<file path="src/rtl/brownout_seq.sv">
// brownout_seq
//   Digital sequencer for the analog brownout detector (always-on domain).
//   It enables the detector and latches its trip selects. While the detector
//   settles, its output is ignored. After that, the brownout comparator is
//   debounced and drives a system reset request. The reset is held for a
//   minimum time after the supply recovers. Undervoltage is tracked as a
//   sticky flag.
//
//   Optional feature, macro BROWNOUT_EVT_CNT_EN:
//     When defined, adds clr_evt / evt_cnt: a saturating 8-bit count of irq
//     pulses. When undefined, these ports and their logic do not exist.
//
// Ports:
//   clk          system clock
//   rst          synchronous active-high reset
//   en           software enable for brownout supervision
//   otrip_cfg    requested brownout trip select (latched on OFF->SETTLE)
//   vtrip_cfg    requested undervoltage trip select (latched on OFF->SETTLE)
//   brout_in     async detector brownout output, 1 = avdd below trip
//   vunder_in    async detector undervoltage output, 1 = below trip
//   clr_vunder   one-cycle pulse clearing vunder_flag
//   clr_evt      (optional) one-cycle pulse clearing evt_cnt
//   evt_cnt      (optional) saturating irq event count
//   ena          detector enable
//   otrip        applied brownout trip select
//   vtrip        applied undervoltage trip select
//   bo_rst       system reset request, 1 = hold system in reset
//   irq          one-cycle pulse on each MONITOR->FAULT entry
//   vunder_flag  sticky undervoltage indication
//   state        FSM state: OFF=0 SETTLE=1 MONITOR=2 FAULT=3 HOLD=4
//
// state   | meaning
// --------+--------------------------------------------------------------
// OFF     | detector disabled, no reset request
// SETTLE  | detector enabled, comparator ignored for SETTLE_CYC cycles
// MONITOR | watching brout; DEB_CYC consecutive highs -> FAULT
// FAULT   | reset asserted; DEB_CYC consecutive lows -> HOLD
// HOLD    | reset held HOLD_CYC cycles; any brout high -> FAULT

module brownout_seq #(
  parameter int SETTLE_CYC = 64,
  parameter int DEB_CYC    = 8,
  parameter int HOLD_CYC   = 1024,
  parameter int CW         = 16
) (
  input  logic       clk,
  input  logic       rst,
  input  logic       en,
  input  logic [2:0] otrip_cfg,
  input  logic [2:0] vtrip_cfg,
  input  logic       brout_in,
  input  logic       vunder_in,
  input  logic       clr_vunder,
`ifdef BROWNOUT_EVT_CNT_EN
  input  logic       clr_evt,
  output logic [7:0] evt_cnt,
`endif
  output logic       ena,
  output logic [2:0] otrip,
  output logic [2:0] vtrip,
  output logic       bo_rst,
  output logic       irq,
  output logic       vunder_flag,
  output logic [2:0] state
);

  typedef enum logic [2:0] {
    ST_OFF     = 3'd0,
    ST_SETTLE  = 3'd1,
    ST_MONITOR = 3'd2,
    ST_FAULT   = 3'd3,
    ST_HOLD    = 3'd4
  } state_e;

  localparam logic [CW-1:0] SETTLE_LAST = CW'(SETTLE_CYC - 1);
  localparam logic [CW-1:0] HOLD_LAST   = CW'(HOLD_CYC - 1);
  localparam logic [CW-1:0] DEB_MAX     = CW'(DEB_CYC);

  state_e        state_q, state_d;
  logic [CW-1:0] cnt_q, cnt_d;
  logic [CW-1:0] dcnt_q, dcnt_d, dcnt_inc;
  logic [2:0]    otrip_q, otrip_d;
  logic [2:0]    vtrip_q, vtrip_d;
  logic          ena_q, bo_rst_q, irq_q, irq_d;
  logic          vflag_q, vflag_d;
  logic          brout_m_q, brout_s_q;
  logic          vunder_m_q, vunder_s_q;
  logic          supervising;

  // Two-flop synchronizers for the asynchronous detector outputs
  always_ff @(posedge clk) begin
    if (rst) begin
      brout_m_q  <= 1'b0;
      brout_s_q  <= 1'b0;
      vunder_m_q <= 1'b0;
      vunder_s_q <= 1'b0;
    end else begin
      brout_m_q  <= brout_in;
      brout_s_q  <= brout_m_q;
      vunder_m_q <= vunder_in;
      vunder_s_q <= vunder_m_q;
    end
  end

  // The debounce count saturates, so an increment never wraps
  assign dcnt_inc = (dcnt_q == DEB_MAX) ? dcnt_q : dcnt_q + CW'(1);

  always_comb begin
    state_d = state_q;
    cnt_d   = cnt_q;
    dcnt_d  = dcnt_q;
    otrip_d = otrip_q;
    vtrip_d = vtrip_q;
    irq_d   = 1'b0;

    case (state_q)
      ST_OFF: begin
        if (en) begin
          state_d = ST_SETTLE;
          otrip_d = otrip_cfg;
          vtrip_d = vtrip_cfg;
        end
      end
      ST_SETTLE: begin
        if (cnt_q == SETTLE_LAST) state_d = ST_MONITOR;
        else                      cnt_d   = cnt_q + CW'(1);
      end
      ST_MONITOR: begin
        if (brout_s_q) begin
          dcnt_d = dcnt_inc;
          if (dcnt_inc == DEB_MAX) begin
            state_d = ST_FAULT;
            irq_d   = 1'b1;
          end
        end else begin
          dcnt_d = '0;
        end
      end
      ST_FAULT: begin
        if (!brout_s_q) begin
          dcnt_d = dcnt_inc;
          if (dcnt_inc == DEB_MAX) state_d = ST_HOLD;
        end else begin
          dcnt_d = '0;
        end
      end
      ST_HOLD: begin
        if (brout_s_q)               state_d = ST_FAULT;
        else if (cnt_q == HOLD_LAST) state_d = ST_MONITOR;
        else                         cnt_d   = cnt_q + CW'(1);
      end
      default: state_d = ST_OFF;
    endcase

    // Disabling overrides every other transition
    if (state_q != ST_OFF && !en) begin
      state_d = ST_OFF;
      irq_d   = 1'b0;
    end

    if (state_d != state_q) begin
      cnt_d  = '0;
      dcnt_d = '0;
    end
  end

  assign supervising = (state_q == ST_MONITOR) || (state_q == ST_FAULT) ||
                       (state_q == ST_HOLD);

  // Entering OFF clears the flag. Otherwise a new undervoltage sample beats
  // a simultaneous clear.
  always_comb begin
    vflag_d = vflag_q;
    if (state_d == ST_OFF)               vflag_d = 1'b0;
    else if (vunder_s_q && supervising)  vflag_d = 1'b1;
    else if (clr_vunder)                 vflag_d = 1'b0;
  end

  // Outputs are decoded from the next state and registered, so they change
  // together with state and have no combinational input path.
  always_ff @(posedge clk) begin
    if (rst) begin
      state_q  <= ST_OFF;
      cnt_q    <= '0;
      dcnt_q   <= '0;
      otrip_q  <= 3'd0;
      vtrip_q  <= 3'd0;
      ena_q    <= 1'b0;
      bo_rst_q <= 1'b0;
      irq_q    <= 1'b0;
      vflag_q  <= 1'b0;
    end else begin
      state_q  <= state_d;
      cnt_q    <= cnt_d;
      dcnt_q   <= dcnt_d;
      otrip_q  <= otrip_d;
      vtrip_q  <= vtrip_d;
      ena_q    <= (state_d != ST_OFF);
      bo_rst_q <= (state_d == ST_FAULT) || (state_d == ST_HOLD);
      irq_q    <= irq_d;
      vflag_q  <= vflag_d;
    end
  end

`ifdef BROWNOUT_EVT_CNT_EN
  logic [7:0] evt_q;

  // A clear that coincides with an irq leaves that irq counted
  always_ff @(posedge clk) begin
    if (rst)                        evt_q <= 8'd0;
    else if (clr_evt)               evt_q <= irq_q ? 8'd1 : 8'd0;
    else if (irq_q && evt_q != 8'hff) evt_q <= evt_q + 8'd1;
  end

  assign evt_cnt = evt_q;
`endif

  assign ena         = ena_q;
  assign otrip       = otrip_q;
  assign vtrip       = vtrip_q;
  assign bo_rst      = bo_rst_q;
  assign irq         = irq_q;
  assign vunder_flag = vflag_q;
  assign state       = state_q;

endmodule

</file>
<file path="config.mk">
export PLATFORM = sky130hd
export DESIGN_NAME = brownout_seq
export DESIGN_NICKNAME = d
export VERILOG_FILES = /design/src/rtl/brownout_seq.sv
export SDC_FILE = /design/constraint.sdc
export NUM_CORES = 1
export LEC_CHECK = 0
export BUFFER_PORTS_ARGS = -buffer_cell sky130_fd_sc_hd__clkbuf_2
export CAP_MARGIN = 25
export CELL_PAD_IN_SITES_DETAIL_PLACEMENT = 0
export CELL_PAD_IN_SITES_GLOBAL_PLACEMENT = 1
export CORE_MARGIN = 8
export CORE_UTILIZATION = 47
export DETAILED_ROUTE_END_ITERATION = 10
export MAX_ROUTING_LAYER = met4
export PLACE_DENSITY_LB_ADDON = 0.1
export SLEW_MARGIN = 20
export SYNTH_ARGS = -nofsm -noshare
export SYNTH_HDL_FRONTEND = slang
export SYNTH_SLANG_ARGS = --single-unit
</file>
<file path="constraint.sdc">
create_clock -name clk -period 4.3 [get_ports clk]
set_clock_uncertainty 0.1 [all_clocks]
set_input_delay 1.29 -clock clk [delete_from_list [all_inputs] [get_ports clk]]
set_output_delay 1.29 -clock clk [all_outputs]
set_load 0.05 [all_outputs]
</file>
==> impl_results.md <==
- Post-Syn Area per Cell: 7.889 um2
- Largest net degree at the start of global routing: 26
- Clk slew on worst S/H paths: 0.09 ns
- Drc violations: 0
- Netlist cell types: 54
- Setup_tns: 0 ns
- CP endpoint kind: register
- Worst Path Required: 4.37 ns
- CTS buffer count: 5
- GR Util All Layers: 14.76%
- Maxcap violations: 0
- Routed Wire Length: 5.982 mm
- Iter 0 DRT Violations: 118
- Port bufs: 24
- Total number of vias: 2,330
- Ports: 25
- Nets: 370
- Post-synth EDFFs: 0
- Root buffer cell: clkbuf_8
- Top cells by area, synth: dfxtp_1, nor2_1, xnor2_1, nand2_1, mux2i_1
- Post-DP Area: 2853 um2
- Antenna violations before repair: 0
- Max FO, Critical Path: 25
- Postcts setup bufs: 0
- P&R area growth vs syn: 9.256%
- Final hold viol count: 0
- Most frequent CP cell: nor4_1
- Avg WL per Cell: 14.01 um
- Setup-failing EPs final: 0
- Worst-Skew Late Latency: 0.30 ns
- Post-synthesis sequential area ratio: 36.47%
- Worst Path Arrival: 3.08 ns
- Peak VDD IR: 0.0002186 V
- Leakage: 1.017 nW
- Vias in the first global route: 2,209
- Crit path time final: 3.004 ns
- Post-CTS Resized: 0
- RSZ-0062 raised after global routing: false
- Area of the multi-input gates: 1574 um2
- Critical path launch point type: register
- H-tree depth: 2
- Pre-Repair DR Iteration Count: 4
- CTS tree: yes
- Share of post-route cells with drive strength above 1: 12.39%
- CTS Hold Buffers Added: 0
- Gr ovfl total: 0
- Dpl hpwl: 4.336 mm
- Row count: 27
- Worst path slowest cell: o211ai_2
- Synth Register Bits: 49
- R2R setup slack: 1.30 ns
- Period utilization: 69.85%
- Setup CP Type: reg -> reg
- Cells after Synth: 341
- Mapped Nets: 356
- Vias per cell: 5.457
- Number of fill cells: 558
- Crit-path cells: ha_1 > nand4_1 > nor4_1 > xor2_1 > nor4_1 > nand2_1 > o211ai_2 > buf_12 > a311oi_1
- Status: complete, no violations
- Sink Count: 49
- Post-synth top area share: 36.47%
- Antenna diodes: 0
- Post-route design area: 2939 um2
- Height of the die: 91.66 um
- Synth Flop Type: dfxtp_1
- Fin. max-slew vios: 0
- Hold/Removal Path Class: reg -> reg
- Core area: 5507 um2
- Post-DRT Antenna Nets: 0
- Async set or reset register ratio after synthesis: 0%
- Synthesized area: 2690 um2
- Clock buffer depth: 2
- Yosys top cell by area: dfxtp_1
- Slowest stage delay, CP: 0.47 ns
- DIE AREA: 8401 um2
- Die W: 91.66 um
- Synth warn: 0
- GP Congestion: 0.8553
- Worst Max-Slew Pin Slew: 0.8374 ns
- Initial Utilization: 48.85%
- Register area: 980.9 um2
- Worst slew margin: 43.97%
- PD cells: 281.8 nW/um2
- First-pass GRT wire length: 10.23 mm
- Peak Freq: 0.3329 GHz
-- flip-flops by register name, indices dropped and copies added, names as in the netlist --
| register | count |
|---|---|
| brout_s_q | 1 |
| vunder_flag | 1 |
| ena | 1 |
| cnt_q | 16 |
| brout_m_q | 1 |
| vunder_s_q | 1 |
| vtrip | 3 |
| state | 3 |
| vunder_m_q | 1 |
| irq | 1 |
| bo_rst | 1 |
| dcnt_q | 16 |
| otrip | 3 |
-- per-layer routing --
layer	routed length, um	track usage (%)
met1	2948	18.20
met5	0	-
met4	68	4.502
met3	113	2.689
met2	2852	23.89
-- final cells by class --
cell class              instances  area share [%]
clock buffers                   7           2.937
inverters                      16           2.043
multi-input cells             257           53.55
flip-flops and latches         49           33.38
well taps                      72           3.065
repair buffers                 26           5.023
-- kinds of logic after synthesis --
kind of cell,count (synthesis),share of synthesized area (%)
xor gates and xnor gates,20,6.511
buffers and inverters,35,5.023
and+or+nand+nor,163,30.74
DFF,49,36.47
muxes,11,4.140
AOI/OAI and AO/OA,60,15.72
adders and majority gates,3,1.395
-- worst max-delay path, delay by kind of cell, from the launching register on --
kind | cells | cell delay [ns]
AND/OR/NAND/NOR | 4 | 1.15
adder cells (fa/ha/maj) | 1 | 0.26
XOR/XNOR | 1 | 0.14
flip-flops | 1 | 0.46
buffers and inverters | 1 | 0.23
AO/OA/AOI/OAI | 2 | 0.53
-- path summary, 6_finish.rpt --
check / from / end / cells past startpoint
worst max-delay path: dcnt_q[0] / dcnt_q[4] / 9
worst min-delay path: brout_m_q / brout_s_q / 1
worst max register to register: dcnt_q[0] / dcnt_q[4] / 9
worst min register to register: brout_m_q / brout_s_q / 1
-- power breakdown --
part	internal, mW	switching (mW)	leakage [nW]
combinational	0.0285	0.0559	0.576
sequential	0.462	0.00725	0.397
clock	0.128	0.147	0.0443
total	0.618	0.210	1.02
-- cell usage in the layout (no fill, tap or decap), drive strengths merged, types with 5 or more instances in the layout --
master,netlist,layout
nor2,54,54
or4,6,6
nor3,12,12
nand2,27,27
a21oi,12,12
and2,5,5
mux2i,10,10
o21ai,17,17
clkbuf,16,31
nor4,13,13
inv,14,14
nand4,6,6
nand3,13,13
nor2b,7,7
dfxtp,49,49
xnor2,16,16
and3,6,6
-- synthesized netlist by cell type (2+ instances only) --
| cell type | number |
|---|---|
| o21ai_1 | 2 |
| nand3_1 | 13 |
| inv_1 | 13 |
| clkbuf_1 | 16 |
| o21ai_0 | 14 |
| nor3_1 | 12 |
| dfxtp_1 | 49 |
| nor4_1 | 12 |
| clkinv_1 | 2 |
| nand2_1 | 27 |
| mux2i_1 | 10 |
| and2_1 | 4 |
| or4_4 | 2 |
| xnor2_1 | 16 |
| buf_2 | 3 |
| nor3b_1 | 2 |
| nand4_1 | 6 |
| or4_1 | 4 |
| a221oi_1 | 2 |
| a21o_1 | 2 |
| nand2b_1 | 4 |
| xor2_1 | 4 |
| or3_1 | 2 |
| o21a_1 | 2 |
| a31oi_1 | 4 |
| a311oi_1 | 4 |
| and3_1 | 6 |
| o211ai_2 | 2 |
| nor2_1 | 54 |
| a21oi_1 | 12 |
| o31a_1 | 2 |
| ha_1 | 3 |
| a22oi_1 | 4 |
| nor2b_1 | 7 |
-- metrics by stage --
stage / hold slack (ns) / instances / setup WS (ns) / util [%] / power [mW]
6_report: 0.3432 / 427 / 1.296 / 53.37 / 0.8281
5_1_grt: 0.3729 / 427 / 0.9283 / 53.37 / 0.8609
4_1_cts: 0.3493 / 427 / 1.283 / 53.37 / 0.8393
3_5_place_dp: 0.3288 / 420 / 1.226 / 51.81 / 0.5650
3_3_place_gp: 0.3175 / 420 / 1.216 / 51.81 / 0.5656
2_1_floorplan: 0.3138 / 341 / 1.413 / - / 0.5419
Note: power is estimated with default switching activity, not from simulation.
